--- config.mk ---
export PLATFORM = sky130hd
export DESIGN_NAME = decoder_scan_nto2n
export DESIGN_NICKNAME = d
export VERILOG_FILES = /design/src/rtl/decoder_scan_nto2n.sv
export SDC_FILE = /design/constraint.sdc
export NUM_CORES = 1
export LEC_CHECK = 0
export CORE_ASPECT_RATIO = 0.8
export CORE_MARGIN = 5
export CORE_UTILIZATION = 51
export CTS_CLUSTER_DIAMETER = 60
export DETAILED_ROUTE_END_ITERATION = 10
export GPL_TIMING_DRIVEN = 0
export PLACE_DENSITY = 0.74
export SETUP_SLACK_MARGIN = 0.15
export SKIP_LAST_GASP = 1
export SYNTH_ARGS = -nofsm -noshare
export SYNTH_HDL_FRONTEND = slang
export SYNTH_SLANG_ARGS = --single-unit
export TNS_END_PERCENT = 50
--- constraint.sdc ---
create_clock -name clk_i -period 2.6 [get_ports clk_i]
set_input_delay 0.39 -clock clk_i [delete_from_list [all_inputs] [get_ports clk_i]]
set_output_delay 0.39 -clock clk_i [all_outputs]
set_load 0.01 [all_outputs]
--- src/rtl/decoder_scan_nto2n.sv ---
// Registered N-to-2^N one-cold decoder with 74138-style enables and auto-scan.
// Ports: clk_i, rst_n_i, g1_en_i, g2a_en_n_i, g2b_en_n_i, mode_i, select_i, dwell_i -> yn_o, slot_o, wrap_o.
// Optional macro DECODER_SCAN_BLANK_EN inserts one all-ones cycle between scan slots.
module decoder_scan_nto2n #(
  parameter int SEL_W   = 3,
  parameter int DWELL_W = 8
) (
  input  logic                  clk_i,
  input  logic                  rst_n_i,
  input  logic                  g1_en_i,
  input  logic                  g2a_en_n_i,
  input  logic                  g2b_en_n_i,
  input  logic                  mode_i,
  input  logic [SEL_W-1:0]      select_i,
  input  logic [DWELL_W-1:0]    dwell_i,
  output logic [(1<<SEL_W)-1:0] yn_o,
  output logic [SEL_W-1:0]      slot_o,
  output logic                  wrap_o
);

  localparam int NOUT = 1 << SEL_W;

  localparam logic [1:0] IDLE  = 2'd0;
  localparam logic [1:0] DRIVE = 2'd1;
`ifdef DECODER_SCAN_BLANK_EN
  localparam logic [1:0] BLANK = 2'd2;
`endif

  localparam logic [NOUT-1:0] ONE = NOUT'(1);

  logic [1:0]         state_q, state_d;
  logic [DWELL_W-1:0] cnt_q, cnt_d;
  logic [SEL_W-1:0]   slot_q, slot_d;
  logic [NOUT-1:0]    yn_q, yn_d;
  logic [SEL_W-1:0]   slot_o_q, slot_o_d;
  logic               wrap_q, wrap_d;

  logic               en;
  logic               scan_ok;
  logic [SEL_W-1:0]   slot_nxt;
  logic [NOUT-1:0]    idle_yn;
  logic [SEL_W-1:0]   idle_slot;

  always_comb begin
    en        = g1_en_i & ~g2a_en_n_i & ~g2b_en_n_i;
    scan_ok   = en & mode_i;
    slot_nxt  = slot_q + SEL_W'(1);
    idle_yn   = en ? ~(ONE << select_i) : '1;
    idle_slot = en ? select_i : '0;

    state_d  = state_q;
    cnt_d    = cnt_q;
    slot_d   = slot_q;
    yn_d     = yn_q;
    slot_o_d = slot_o_q;
    wrap_d   = 1'b0;

    unique case (state_q)
      IDLE: begin
        if (scan_ok) begin
          state_d  = DRIVE;
          cnt_d    = '0;
          slot_d   = '0;
          yn_d     = ~ONE;
          slot_o_d = '0;
        end else begin
          yn_d     = idle_yn;
          slot_o_d = idle_slot;
        end
      end
      DRIVE: begin
        if (!scan_ok) begin
          // disable wins over any advance or wrap in the same cycle
          state_d  = IDLE;
          cnt_d    = '0;
          slot_d   = '0;
          yn_d     = idle_yn;
          slot_o_d = idle_slot;
        end else if (cnt_q >= dwell_i) begin
          // >= so a dwell shrink below the count advances at once
          cnt_d  = '0;
          slot_d = slot_nxt;
`ifdef DECODER_SCAN_BLANK_EN
          state_d  = BLANK;
          yn_d     = '1;
          slot_o_d = '0;
`else
          yn_d     = ~(ONE << slot_nxt);
          slot_o_d = slot_nxt;
          wrap_d   = (slot_nxt == '0);
`endif
        end else begin
          cnt_d    = cnt_q + DWELL_W'(1);
          yn_d     = ~(ONE << slot_q);
          slot_o_d = slot_q;
        end
      end
`ifdef DECODER_SCAN_BLANK_EN
      BLANK: begin
        if (!scan_ok) begin
          state_d  = IDLE;
          cnt_d    = '0;
          slot_d   = '0;
          yn_d     = idle_yn;
          slot_o_d = idle_slot;
        end else begin
          // slot already advanced on entry to BLANK
          state_d  = DRIVE;
          cnt_d    = '0;
          yn_d     = ~(ONE << slot_q);
          slot_o_d = slot_q;
          wrap_d   = (slot_q == '0);
        end
      end
`endif
      default: begin
        state_d  = IDLE;
        cnt_d    = '0;
        slot_d   = '0;
        yn_d     = '1;
        slot_o_d = '0;
      end
    endcase
  end

  always_ff @(posedge clk_i or negedge rst_n_i) begin
    if (!rst_n_i) begin
      state_q  <= IDLE;
      cnt_q    <= '0;
      slot_q   <= '0;
      yn_q     <= '1;
      slot_o_q <= '0;
      wrap_q   <= 1'b0;
    end else begin
      state_q  <= state_d;
      cnt_q    <= cnt_d;
      slot_q   <= slot_d;
      yn_q     <= yn_d;
      slot_o_q <= slot_o_d;
      wrap_q   <= wrap_d;
    end
  end

  assign yn_o   = yn_q;
  assign slot_o = slot_o_q;
  assign wrap_o = wrap_q;

endmodule

==> flow_summary_export.csv <==
group,metric,value,unit
clock_tree,htreeDepth,1,
synth,syn_nets,186,
global_route,grt_pass1_vias,1196,
synth,synth_area_leaders,"dfrtp_1 26%, ha_1 14%, dfstp_2 14%",
global_route,grt_max_degree,25,
clock_tree,cts_buffers,3,
sta,fmax,440,MHz
synth,syn_area,1540,um^2
synth,yosysSeqAreaShare,0.398,
route,num_vias,1278,
synth,yosys.area.top_type_share,0.261,
worst_hold_path,hp-class,"reg2reg",
worst_setup_path,critPathKind,"in2reg",
placed_design,place_congestion,0.848,
sta,rsz0062_at_grt,"yes",
route,ant_nets,0,
global_route,grt_pass1_wl,5.66,mm
sta,min_period,2.28,ns
placed_design,port_buffers,28,
clock_tree,cts_hold_buf,0,
clock_tree,cts_tree,"done",
sta,min_period_over_period,0.875,
floorplan,start_util,0.543,
synth,synth_top_cell_by_area,"dfrtp_1",
sta,hold_viol,0,
worst_setup_path,end_kind,"flip-flop",
finish,n_fill_cell,214,
finish,multiInputGateArea,860,um^2
synth,synthFlopType,"dfrtp_1",
synth,synth_cells,152,
floorplan,coreArea,2830,um^2
finish,nets,219,
finish,fin_cells,222,
floorplan,dieArea,4210,um^2
placed_design,place_inst,218,
finish,drive_gt1_frac,0.125,
floorplan,io_pins,29,
synth,synth_edf_count,0,
sta,worstMarginPinSlew,1.00,ns
synth,ys_warn_count,0,
clock_tree,cts_root_buffer,"clkbuf_8",
placed_design,dp_hpwl,2.71,mm
finish,final_util,0.686,
global_route,grt_overflow,0,
route,vias_per_cell,5.76,
worst_setup_path,startpoint_type,"input port",
finish,syn_to_final_growth,26.4,%
pwr,peakVddDrop,0.356,mV
synth,ys_ff_latch,24,
clock_tree,clk_pin_slew,0.08,ns
pwr,leakage,0.825,nW
floorplan,fp.dieW,71.3,um
finish,diodes,0,
floorplan,core.rowCount,17,
synth,ys_types,44,
worst_setup_path,critical_path_arrival,2.46,ns
sta,slew_headroom,0.329,
worst_setup_path,crit_required,2.78,ns
synth,syn_area_per_cell,10.1,um^2
global_route,grt_use_total,0.171,
clock_tree,cts_buffer_depth,2,
sta,finalSetupViolCount,0,
worst_setup_path,cp_max_fo,8,
pwr,power_density,451,nW/um^2
route,drtIter0Drc,59,
route,drt_first_pass_iters,4,
route,drc_errors,0,
global_route,grt_antenna_before_repair,0,
route,wl_per_cell,15.5,um
synth,ys_async_sr_fraction,1.00,
job,drv_cap,0,
clock_tree,clk_latency,0.26,ns
clock_tree,ctsResizeCount,0,
placed_design,place_area,1860,um^2
status,outcome,"complete, no violations",
finish,register_area,611,um^2
route,routed_wl,3.43,mm
clock_tree,numClockSinks,24,
sta,skew,0.00210,ns
floorplan,die_h,59.1,um
sta,slew_viol_final,0,
clock_tree,cts_setup_buffers,0,
finish,fin_area,1940,um^2
## cells by family (layout without fill, tap and decap cells)
family	count (synthesis)	in the layout	share of synthesized area
buffers and inverters	17	49	0.0465
multiplexers	3	3	0.0196
adder cells (fa/ha/maj)	17	17	0.139
AND/OR/NAND/NOR	58	58	0.213
flip-flops	24	24	0.398
XOR/XNOR	4	4	0.0228
AO/OA/AOI/OAI	29	29	0.162
## critical path: stages
cell	delay, ns
clkdlybuf4s50_1	0.45
inv_1	0.04
ha_1	0.28
o211a_1	0.21
a211oi_1	0.39
o31a_2	0.31
a21oi_1	0.18
o22ai_1	0.21
## power breakdown
part | internal (mW) | switching, mW | leakage, nW
registers | 0.387 | 0.00939 | 0.305
clock network | 0.206 | 0.111 | 0.0357
logic | 0.0612 | 0.100 | 0.484
total | 0.654 | 0.221 | 0.825
## layer usage
layer	share of wire	wire length, um	GRT usage	vias up
met5	0	0	0	-
met4	0.0099	34	0.0349	0
met3	0.064	221	0.0610	4
met2	0.47	1630	0.272	43
met1	0.45	1550	0.227	609
li1	-	-	-	622
## synth_stat cells, types with 3 or more instances
library cell,number
mux2i_1,3
nor3_1,9
a221oi_1,3
ha_1,17
nor2_1,8
nand2b_1,3
dfstp_2,8
nor3b_1,4
a221o_1,4
inv_1,14
dfrtp_1,16
nand2_1,12
nand3_1,7
## final cells by class
cell class                 instances  area share
buffer                             3     0.00967
inverter                          14      0.0271
multi-input combinational        111       0.443
clock inverter                     1      0.0155
tap                               38      0.0245
timing repair buffer              28       0.144
clock buffer                       3      0.0213
sequential                        24       0.315
## metrics by stage
stage | power (mW) | setup WS, ns | setup TNS [ns] | hold slack [ns]
2_1_floorplan | 0.497 | 0.685 | 0 | 0.0944
3_3_place_gp | 0.559 | -0.00356 | -0.00356 | 0.486
3_5_place_dp | 0.565 | -0.0292 | -0.0712 | 0.484
4_1_cts | 0.881 | 0.247 | 0 | 0.499
5_1_grt | 0.921 | 0.139 | 0 | 0.516
6_report | 0.874 | 0.325 | 0 | 0.493
## layout by cell type (no fill, tap or decap), drive strengths merged
cell	instances
dfrtp	16
clkbuf	5
o211a	1
xnor2	2
buf	1
nor4b	2
xor2	2
nand2b	3
a211oi	2
and4	2
nor2b	1
a31o	1
nand2	12
a22o	1
nor3	9
a221o	4
inv	14
o21ai	3
nor3b	4
o31a	1
and2	3
ha	17
o22a	1
clkdlybuf4s50	28
a311oi	2
a221oi	4
dfstp	8
a21o	1
nor2	9
nand3	7
mux2i	3
o31ai	3
nor4	2
or3	2
or4	1
a21oi	3
or2	1
o22ai	2
bufinv	1
## worst paths after layout
kind	start	end	slack, ns	cells after the start
setup / recovery	dwell_i[2]	slot_q[1]	0.32	8
hold / removal	state_q[0]	state_q[0]	0.49	1
setup reg to reg	cnt_q[2]	slot_q[1]	0.48	6
hold reg to reg	state_q[0]	state_q[0]	0.49	1
max in group asynchronous	rst_n_i	cnt_q[7]	1.32	1
min in group asynchronous	rst_n_i	cnt_q[1]	0.67	1
## flip-flops by register name, summed over array words and instances (netlist names)
signal / flops
cnt_q: 8
slot_o: 3
slot_q: 3
state_q: 1
wrap_o: 1
yn_o: 8
Power figures use the tool's default switching activity.
